==> src/rtl/quant_div_engine.sv <==
// Iterative quantisation divider: restoring division of an activation against a
// binary-weighted unit ladder, one index bit per cycle, with optional rounding.
module quant_div_engine #(
   parameter int unsigned DATA_W = 32,
   parameter int unsigned IDX_W  = 8
) (
   input  logic              clk,
   input  logic              reset_n,
   input  logic              i_valid,
   output logic              o_ready,
   input  logic [DATA_W-1:0] i_activation,
   input  logic [DATA_W-1:0] i_unit,
   input  logic              i_round,
   output logic              o_valid,
   input  logic              i_ready,
   output logic [IDX_W-1:0]  o_index,
   output logic [DATA_W-1:0] o_left,
   output logic              o_ovf,
   output logic              o_sat,
   output logic              o_busy
);

   localparam int unsigned CNT_W = $clog2(IDX_W);

   typedef enum logic [1:0] {StIdle, StRun, StRound, StDone} state_e;

   state_e            state_q;
   logic [DATA_W-1:0] left_q;
   logic [DATA_W-1:0] step_q;
   logic [DATA_W-1:0] unit_q;
   logic [IDX_W-1:0]  index_q;
   logic [CNT_W-1:0]  cnt_q;
   logic              round_q;
   logic              ovf_q;
   logic              sat_q;

   logic              run_bit;
   logic [DATA_W-1:0] lsb_step;
   logic              round_up;

   always_comb begin
      run_bit  = (left_q != '0) && (left_q >= step_q);
      lsb_step = unit_q >> (IDX_W - 1);
      // In ROUND the step register already holds the half-LSB weight
      round_up = round_q && (step_q != '0) && (left_q >= step_q);
   end

   always_ff @(posedge clk or negedge reset_n) begin
      if (!reset_n) begin
         state_q <= StIdle;
         left_q  <= '0;
         step_q  <= '0;
         unit_q  <= '0;
         index_q <= '0;
         cnt_q   <= '0;
         round_q <= 1'b0;
         ovf_q   <= 1'b0;
         sat_q   <= 1'b0;
      end else begin
         case (state_q)
            StIdle: begin
               if (i_valid) begin
                  left_q  <= i_activation;
                  step_q  <= i_unit;
                  unit_q  <= i_unit;
                  index_q <= '0;
                  cnt_q   <= '0;
                  round_q <= i_round;
                  ovf_q   <= 1'b0;
                  sat_q   <= 1'b0;
                  state_q <= StRun;
               end
            end
            StRun: begin
               if (run_bit) begin
                  left_q <= left_q - step_q;
               end
               index_q <= {index_q[IDX_W-2:0], run_bit};
               step_q  <= step_q >> 1;
               cnt_q   <= cnt_q + CNT_W'(1);
               if (cnt_q == CNT_W'(IDX_W - 1)) begin
                  state_q <= StRound;
               end
            end
            StRound: begin
               ovf_q <= (lsb_step != '0) && (left_q >= lsb_step);
               if (round_up) begin
                  if (&index_q) begin
                     sat_q <= 1'b1;
                  end else begin
                     index_q <= index_q + IDX_W'(1);
                  end
               end
               state_q <= StDone;
            end
            StDone: begin
               if (i_ready) begin
                  state_q <= StIdle;
               end
            end
            default: state_q <= StIdle;
         endcase
      end
   end

   assign o_ready = (state_q == StIdle);
   assign o_valid = (state_q == StDone);
   assign o_busy  = (state_q != StIdle);
   assign o_index = index_q;
   assign o_left  = left_q;
   assign o_ovf   = ovf_q;
   assign o_sat   = sat_q;

endmodule

==> config.mk <==
export PLATFORM = sky130hd
export DESIGN_NAME = quant_div_engine
export DESIGN_NICKNAME = d
export VERILOG_FILES = /design/src/rtl/quant_div_engine.sv
export SDC_FILE = /design/constraint.sdc
export NUM_CORES = 1
export LEC_CHECK = 0
export CORE_ASPECT_RATIO = 1.4
export CORE_UTILIZATION = 54
export DETAILED_ROUTE_END_ITERATION = 6
export GPL_TIMING_DRIVEN = 0
export PLACE_DENSITY = 0.8
export SLEW_MARGIN = 25
export SYNTH_ARGS = -nofsm -noshare
export SYNTH_HDL_FRONTEND = slang
export SYNTH_SLANG_ARGS = --single-unit
==> constraint.sdc <==
create_clock -name clk -period 3.2 [get_ports clk]
set_clock_uncertainty 0.1 [all_clocks]
set_input_delay 0.64 -clock clk [delete_from_list [all_inputs] [get_ports clk]]
set_output_delay 0.64 -clock clk [all_outputs]
set_load 0.005 [all_outputs]
==> results of run 1 <==
-- placed cells by master, fill, tap and decap left out, types with 26 or more instances in the layout --
cell             count
clkdlybuf4s50_1    112
dfrtp_1             93
ha_1                46
mux2_2              29
nand2_1             76
mux2i_1             57
o21ai_0             65
inv_1               73
a21oi_1             67
nor2_1              49
buf_4               26
-- where the power goes --
part / switching, W / leakage (nW) / total (W) / internal (W)
sequential: 0.000824 / 1.25 / 0.00282 / 0.00199
combinational: 0.00490 / 2.73 / 0.00905 / 0.00415
clock: 0.000573 / 0.138 / 0.00112 / 0.000550
total: 0.00629 / 4.12 / 0.0130 / 0.00669
-- state kept, by name, indices dropped and copies added (netlist names) --
signal	cells
round_q	1
cnt_q	3
state_q	2
o_left	32
o_ovf	1
o_index	8
unit_q	25
step_q	32
o_sat	1
-- worst max-delay path: cells and delay by family (launching register included) --
kind | cells | cell delay [ns]
compound gates | 4 | 0.52
fa+ha+maj | 1 | 0.32
buf+inv | 2 | 0.29
flops | 1 | 0.45
mux | 1 | 0.18
simple gates | 4 | 1.18
-- worst max-delay path by stage --
stage / from / end / slack [ns]
floorplan: o_left[17] / o_left[27] / 0.20
global placement: reset_n / o_index[2] / -2.68
detailed placement: o_left[19] / o_left[27] / -0.67
CTS: o_left[19] / o_left[13] / 0.01
global route: o_left[18] / o_left[27] / -0.06
finish: o_left[18] / o_left[27] / 0.05
-- metrics by stage --
stage / setup WS (ns) / cell area (µm²) / setup TNS (ns) / total power, W
floorplan: 0.204 / 7430 / 0 / 0.00793
global placement: -2.68 / 8790 / -304.68 / 0.0101
detailed placement: -0.674 / 8820 / -24.10 / 0.0103
CTS: 0.0116 / 9510 / 0 / 0.0123
global route: -0.0639 / 9690 / -0.166 / 0.0139
finish: 0.0456 / 9690 / 0 / 0.0130
-- layout make-up --
type | count | area share [%]
Clock inverter | 6 | 0.581
Sequential cell | 105 | 27.3
Buffer | 31 | 1.73
Inverter | 77 | 2.98
Clock buffer | 10 | 2.36
Timing Repair Buffer | 141 | 14.4
Multi-Input combinational cell | 624 | 48.3
Tap cell | 182 | 2.35
-- what timing repair did --
| item | 4_1_cts | 5_1_grt |
|---|---|---|
| setup endpoints to repair | 41 | 40 |
| hold buffers | 0 | 0 |
| hold endpoints to repair | 0 | 0 |
| gates resized for setup | 51 | 39 |
| pin swaps | 6 | 4 |
| setup buffers | 17 | 9 |
| cloned | 1 | 0 |
-- cell families after synthesis --
kind of cell / after synthesis / synth area share, %
adder cells (fa/ha/maj): 65 / 11.0
buffers and inverters: 115 / 6.05
AND/OR/NAND/NOR: 229 / 14.7
flip-flops: 105 / 35.4
XOR/XNOR: 29 / 3.42
multiplexers: 86 / 12.1
AO/OA/AOI/OAI: 215 / 17.3
-- metal layers --
layer | wire length (µm) | share of wire [%]
met1 | 8880 | 38
met2 | 11600 | 50
met3 | 1210 | 5.2
met4 | 1540 | 6.6
met5 | 0 | 0
==> metrics.txt, run 1 <==
status=completed; CP max FO=8; routability cong.=0.990; Tightest Pin Transition=0.843 ns; cell area after synthesis=7430 µm²; DR vias=7190; vias per inst=6.11; Max Freq=317 MHz; Clk Latency, worst-skew pair=0.36 ns; Post-Syn Area per Cell=8.80 µm²; Root Buffer=clkbuf_16; grt ovf=0; CTS buffer count=9; top-count cell post-synth=dfrtp_1; CTS sink count=105; core footprint=13400 µm²; Cell variety after synth=54; Ys Warns=0; # placed instances=1140; max-cap check violation count=0; register bit total from synthesis=105; ranking of synthesized cells by area=dfrtp_1 (35%), ha_1 (11%), mux2i_1 (7.7%); WS Path Type=flop to flop; met1 Track Usage GR=39.2%; post-route ant nets=0; Total Die Area=14200 µm²; Mapped Cells=844; # diodes=0; Setup crit start kind=flop; met2 Track Usage GR=55.1%; fraction of registers with async set or reset after synthesis=100%; initial antenna violation count=0; share of layout cells above drive strength 1=13.9%; final setup violation count=0; leading area contributor after synthesis=dfrtp_1; pin count of the biggest net entering global routing=76; Period Utilization, post-route=98.6%; Post-Layout Cell Count=1176; r2r setup slk=0.05 ns; post-synth top area share=35.4%; WL per Instance=19.8 µm; Critical R2R Capture=o_left[27]; Synth Net Count=978; drt pass-1 iters=5; DP Wirelength=16.9 mm; top cells by count, synth=dfrtp_1 (105), inv_1 (77), nand2_1 (76); Die Ht=141 µm; multi-input logic area=4690 µm²; Rows=50; Die X=101 µm; clk slew on worst S/H paths=0.08 ns; arrival time at the worst endpoint=3.30 ns; CP Cell Sequence=ha_4 > and4_4 > and3_4 > or4b_4 > a31oi_4 > a2111oi_4 > or2_4 > a21oi_4 > buf_12 > buf_12 > mux2i_1 > o21ai_1; fin crit period=3.15 ns; Worst Path Required=3.34 ns; Starting Density=55.5%; fill count=1026; gr busiest metal=met2; num ports=114; final core occ=72.4%; hold_ws=0.0563 ns; EDFF count, synth=0; final wirelength=23.3 mm; Port Buffers=113; Hold Crit Class=input pin to async pin; cell area power density=1340 nW/µm²; Worst R2R Start=o_left[18]; Sequential cell area=2640 µm²; Top FF cell, synth=dfrtp_1; register area share after synthesis=35.4%; Peak VDD IR=0.787 mV; Top cell by count, worst path=buf_12; CTS max path bufs=2; Pleak=4.12 nW; R2R cell count=12; Iteration-0 DRC Markers=563; Max transition margin=43.8%; vias in the first global route=7045; max incr delay on CP=0.49 ns; final slew viol count=0; fin nets=1123; area grow syn2layout=30.5%; CP max stage cell=or4b_4; htree depth=3; GRT Overall Usage=33.1%; CTS tree=done; Crit. End Element=flop; remaining routing DRC violations=0; first-pass GRT wire length=36.1 mm; GR Util met3=5.01%; RSZ-0062 raised after global routing=yes; Fin. Hold Viols=0
(Power assumes the default switching activity.)
==> inputs of run 2 (changes only) <==
--- a/config.mk
+++ b/config.mk
@@ -6,10 +6,10 @@
 export NUM_CORES = 1
 export LEC_CHECK = 0
 export CORE_ASPECT_RATIO = 1.4
-export CORE_UTILIZATION = 54
+export CORE_UTILIZATION = 55
 export DETAILED_ROUTE_END_ITERATION = 6
 export GPL_TIMING_DRIVEN = 0
-export PLACE_DENSITY = 0.8
+export PLACE_DENSITY = 0.81
 export SLEW_MARGIN = 25
 export SYNTH_ARGS = -nofsm -noshare
 export SYNTH_HDL_FRONTEND = slang
==> run 2 against run 1 <==
Net effect:
- the run now ends with negative setup slack left
- sequential share of layout area down 0.46 points
- clock power about the same
- power up 2.8%
- die area down 1.8%
- cell area up 1.8%
- sequential cell count unchanged
- first-iteration DRC count up 32%
- final cell count up 0.94%
- core utilization up 3.5 points
- fmax down 5.5%
- via count up 3.5%
- sequential power about the same
- critical path type unchanged
- largest power group unchanged
- highest routed layer unchanged
==> metrics.txt, run 2 (synthesis gave the netlist of run 1 again) <==
DR vias=7445 (+3.5%); Setup crit start kind=flop; Port Buffers=113 (unchanged); hold_buf cts=0 (unchanged); final slew viol count=0 (unchanged); Period Utilization, post-route=104% (+5.8 points); final setup violation count=38 (+38); Die X=100 µm (-0.89%); Fin. Hold Viols=0 (unchanged); Clk Latency, worst-skew pair=0.37 ns (about the same); pin count of the biggest net entering global routing=76 (unchanged); first-pass GRT wire length=36.1 mm (-0.13%); # diodes=0 (unchanged); CP max FO=8 (unchanged); Hold Crit Class=input pin to async pin; GRT Overall Usage=33.6% (+0.49 points); share of layout cells above drive strength 1=16.0% (+2.1 points); Pwr Total=0.0134 W (+2.8%); core footprint=13000 µm² (-2.9%); Final WS setup=-0.139 ns (-0.185 ns); setup TNS=-2.94 ns (-2.94 ns); clk slew on worst S/H paths=0.08 ns (about the same); Die Ht=140 µm (-0.90%); Pleak=4.20 nW (+1.9%); DP Wirelength=16.9 mm (+0.26%); drt pass-1 iters=6 (+1); R2R cell count=12 (unchanged); Post-Layout Cell Count=1187 (+0.94%); CTS buffer count=9 (unchanged); fin crit period=3.34 ns (+0.185 ns); Starting Density=57.2% (+1.7 points); area grow syn2layout=32.8%; Root Buffer=clkbuf_16; WL per Instance=20.3 µm (+2.4%); Worst Path Required=3.35 ns (about the same); # placed instances=1136 (-0.35%); Crit. End Element=flop; Max transition margin=41.9% (-1.9 points); arrival time at the worst endpoint=3.49 ns (+0.19 ns); CTS tree=done; final core occ=75.9% (+3.5 points); vias in the first global route=7035 (-0.14%); Peak VDD IR=0.849 mV (+7.9%); Total Die Area=14000 µm² (-1.8%); cell area power density=1350 nW/µm² (+1.1%); status=finished, violations left; Max Freq=299 MHz (-5.5%); most frequent cells in the layout=clkdlybuf4s50_1 (112), dfrtp_1 (92), nand2_1 (76); htree depth=3 (unchanged); vias per inst=6.27 (+2.6%); routability cong.=0.994 (+0.42%); remaining routing DRC violations=0 (unchanged); RSZ-0062 raised after global routing=yes; WS Path Type=flop to flop; CTS sink count=105 (unchanged); grt ovf=0 (unchanged); fin nets=1138 (+1.3%); Tightest Pin Transition=0.871 ns (+0.0283 ns); final wirelength=24.1 mm (+3.4%); max-cap check violation count=0 (unchanged); failing checks=negative setup slack; num ports=114 (unchanged); initial antenna violation count=0 (unchanged); CTS max path bufs=2 (unchanged); post-route ant nets=0 (unchanged); Rows=49 (-2.0%); commonest non-fill, non-tap cell in the layout=clkdlybuf4s50_1; Iteration-0 DRC Markers=743 (+32%)
==> run 2: cell types whose count changed in the layout (fill, tap and decap cells not counted), moves of 2 or more <==
cell	change
buf_4	+16
ha_4	+4
clkinv_8	+3
ha_2	-3
a21oi_2	-2
inv_1	-2
inv_2	+2
inv_6	-2
==> run 2: worst paths after layout <==
check / startpoint / to / slack [ns]
setup reg to reg: o_left[25] / o_left[25] / -0.14
hold / removal: reset_n / o_left[8] / 0.05
min in group clk: cnt_q[1] / cnt_q[1] / 0.41
max in group asynchronous: reset_n / unit_q[21] / 2.26
hold reg to reg: cnt_q[1] / cnt_q[1] / 0.41
setup / recovery: o_left[25] / o_left[25] / -0.14
==> run 2: what timing repair did <==
action	in CTS	in global routing
setup buffers	18	25
pin swaps	6	15
setup endpoints to repair	41	39
resized for setup	47	50
==> run 2: critical path, cell delays in order, from the launching register on <==
cell and delay (ns):
dfrtp_1 0.48, ha_4 0.32, a21oi_1 0.23, nor2_1 0.08, a211oi_1 0.41, o21ai_1 0.24
a2111oi_4 0.51, or2_4 0.22, a21oi_4 0.06, buf_6 0.17, buf_8 0.14, mux2i_2 0.18
o21ai_1 0.08
==> run 2: stage by stage <==
stage               hold WS, ns  worst slack, ns  instance area, µm²
CTS                      0.0601          -0.0133                9490
floorplan                 0.244            0.204                7430
global route             0.0776           -0.138                9870
detailed placement        0.388           -0.680                8810
finish                   0.0530           -0.139                9870
global placement          0.378            -2.64                8780
==> run 2: area by class of cell <==
cell class | instances | area [µm²]
Fill cell | 918 | 3130
Buffer | 30 | 151
Clock inverter | 7 | 85.1
Sequential cell | 105 | 2640
Inverter | 77 | 289
Clock buffer | 9 | 225
Multi-Input combinational cell | 624 | 4750
Tap cell | 178 | 223
Timing Repair Buffer | 157 | 1500
==> run 2: routing by layer <==
metal  share of wire (%)  global-route usage [%]  wire length [µm]  vias to the layer above
met3                 7.0                    4.97              1680                      100
met1                  37                    39.8              8930                     3600
met4                 6.1                    18.8              1470                        0
met2                  50                    57.5             12000                      415
li1                    -                       -                 -                     3330
met5                   0                       0                 0                        -
==> run 2: power breakdown <==
part	switching (W)	leakage (nW)	internal [W]
sequential	0.000836	1.25	0.00199
clock	0.000596	0.146	0.000559
combinational	0.00505	2.80	0.00432
==> inputs of run 3 (changes only) <==
==> constraint.sdc (replaced) <==
create_clock -name clk -period 3.2 [get_ports clk]
set_clock_uncertainty 0.1 [all_clocks]
set_input_delay 0.64 -clock clk [delete_from_list [all_inputs] [get_ports clk]]
set_output_delay 0.64 -clock clk [all_outputs]
set_load 0.1 [all_outputs]
==> run 3 against run 2 <==
Net effect:
- the run still ends with negative setup slack left
- largest cell class unchanged
- sequential cell count unchanged
- via count decreased by 3.6%
- final cell count decreased by 1.0%
==> metrics.txt, run 3 (synthesis gave the netlist of run 1 again) <==
status=finished, violations left; failing checks=negative setup slack; CTS max path bufs=2 (unchanged); Setup crit start kind=flop; RSZ-0062 raised after global routing=yes; met1 Track Usage GR=39.4% (-0.43 points); Total Die Area=14000 µm² (unchanged); most frequent cells in the layout=clkdlybuf4s50_1 (112), inv_1 (77), nand2_1 (76); DP Wirelength=17.2 mm (+1.4%); CP max FO=8 (unchanged); Rows=49 (unchanged); setup TNS=-0.0139 ns (+2.92 ns); commonest non-fill, non-tap cell in the layout=clkdlybuf4s50_1; fin crit period=3.21 ns (-0.127 ns); num ports=114 (unchanged); initial antenna violation count=0 (unchanged); Die Ht=140 µm (unchanged); share of layout cells above drive strength 1=16.1% (+0.19 points); GR Util met3=4.47% (-0.50 points); remaining routing DRC violations=0 (unchanged); Die X=100 µm (unchanged); hold_buf cts=0 (unchanged); area grow syn2layout=30.9%; grt ovf=0 (unchanged); clk slew on worst S/H paths=0.08 ns (about the same); gr busiest metal=met2; r2r setup slk=-0.01 ns (+0.13 ns); vias in the first global route=7101 (+0.94%); final wirelength=23.1 mm (-3.9%); met2 Track Usage GR=58.0% (+0.50 points); arrival time at the worst endpoint=3.34 ns (-0.15 ns); WS Path Type=flop to flop; CTS sink count=105 (unchanged); Final WS setup=-0.0126 ns (+0.127 ns); Fin. Hold Viols=0 (unchanged); Hold Crit Class=input pin to async pin; Iteration-0 DRC Markers=453 (-39%); WL per Instance=19.7 µm (-3.0%); fill count=1009 (+9.9%); drt pass-1 iters=5 (-1); final core occ=74.8% (-1.1 points); routability cong.=0.935 (-6.0%); Max transition margin=34.0% (-8.0 points); Root Buffer=clkbuf_16; post-route cell area=9720 µm² (-1.4%); final slew viol count=0 (unchanged); pin count of the biggest net entering global routing=77 (+1.3%); Tightest Pin Transition=0.988 ns (+0.116 ns); Port Buffers=113 (unchanged); fin nets=1126 (-1.1%); DR vias=7180 (-3.6%); CTS tree=done; htree depth=3 (unchanged); Period Utilization, post-route=100% (-4.0 points); CTS buffer count=9 (unchanged); # diodes=0 (unchanged); Area after DPL=8900 µm² (+1.1%); core footprint=13000 µm² (unchanged); Clk Latency, worst-skew pair=0.36 ns (about the same); Worst Path Required=3.33 ns (-0.02 ns); vias per inst=6.11 (-2.6%); Starting Density=57.2% (unchanged); GRT Overall Usage=33.7% (+0.095 points); post-route ant nets=0 (unchanged); Max Freq=311 MHz (+3.9%); first-pass GRT wire length=36.3 mm (+0.71%); max-cap check violation count=0 (unchanged); final setup violation count=2 (-95%); Crit. End Element=flop
[run 3: cell types whose count changed in the layout (fill, tap and decap cells not counted), moves of 3 or more]
cell     change
dfrtp_1     -19
dfrtp_2     +14
dfrtp_4      +5
inv_1        +6
buf_4       -10
inv_2        -6
ha_4         -6
buf_6        -3
ha_2         +4
[run 3: area by class of cell]
type	count	area, µm²	area share, %
plain buffers	30	144	1.48
clock buffers	9	225	2.32
clock inverters	7	80.1	0.823
inverters	77	289	2.97
multi-input cells	624	4670	48.0
flip-flops and latches	105	2680	27.6
well taps	178	223	2.29
repair buffers	145	1420	14.6
[run 3: routing by layer]
metal  share of wire, %  wire (µm)
met5                  0          0
met4                6.0       1390
met3                5.9       1370
met2                 51      11700
met1                 37       8670
[run 3: what timing repair did]
item                                    4_1_cts  5_1_grt
pin swaps                                    13        8
endpoints found under the setup margin       41       40
endpoints found under the hold margin         0        0
cloned                                        0        0
resized for setup                            35       27
buffers inserted                             22        9
[run 3: worst max-delay path: stages (launching register included)]
cell	delay (ns)
dfrtp_4	0.51
ha_4	0.30
and4_4	0.23
and3_4	0.19
or4b_4	0.49
a31oi_4	0.24
a2111oi_4	0.06
or2_4	0.25
a21oi_4	0.15
buf_12	0.16
buf_12	0.13
mux2i_1	0.17
o21ai_1	0.08
[run 3: final timing paths]
kind	startpoint	end	cells past startpoint
min in group clk	cnt_q[1]	cnt_q[1]	1
max	o_left[18]	o_left[25]	12
max in group asynchronous	reset_n	step_q[29]	2
min reg2reg	cnt_q[1]	cnt_q[1]	1
min	reset_n	o_left[7]	1
max reg2reg	o_left[18]	o_left[25]	12
[run 3: per-stage QoR]
step / worst slack (ns) / hold WS, ns / cells
final: -0.0126 / 0.0459 / 1175
after global routing: -0.0837 / 0.0747 / 1175
after CTS: -0.0220 / 0.0524 / 1166
after detailed placement: -0.639 / 0.388 / 1136
after global placement: -3.31 / 0.380 / 1135
after floorplan: 0.000216 / 0.244 / 844
Power of run 3 is not shown: default switching activity piles up to over one toggle a cycle in this logic, so the estimate is an artifact.
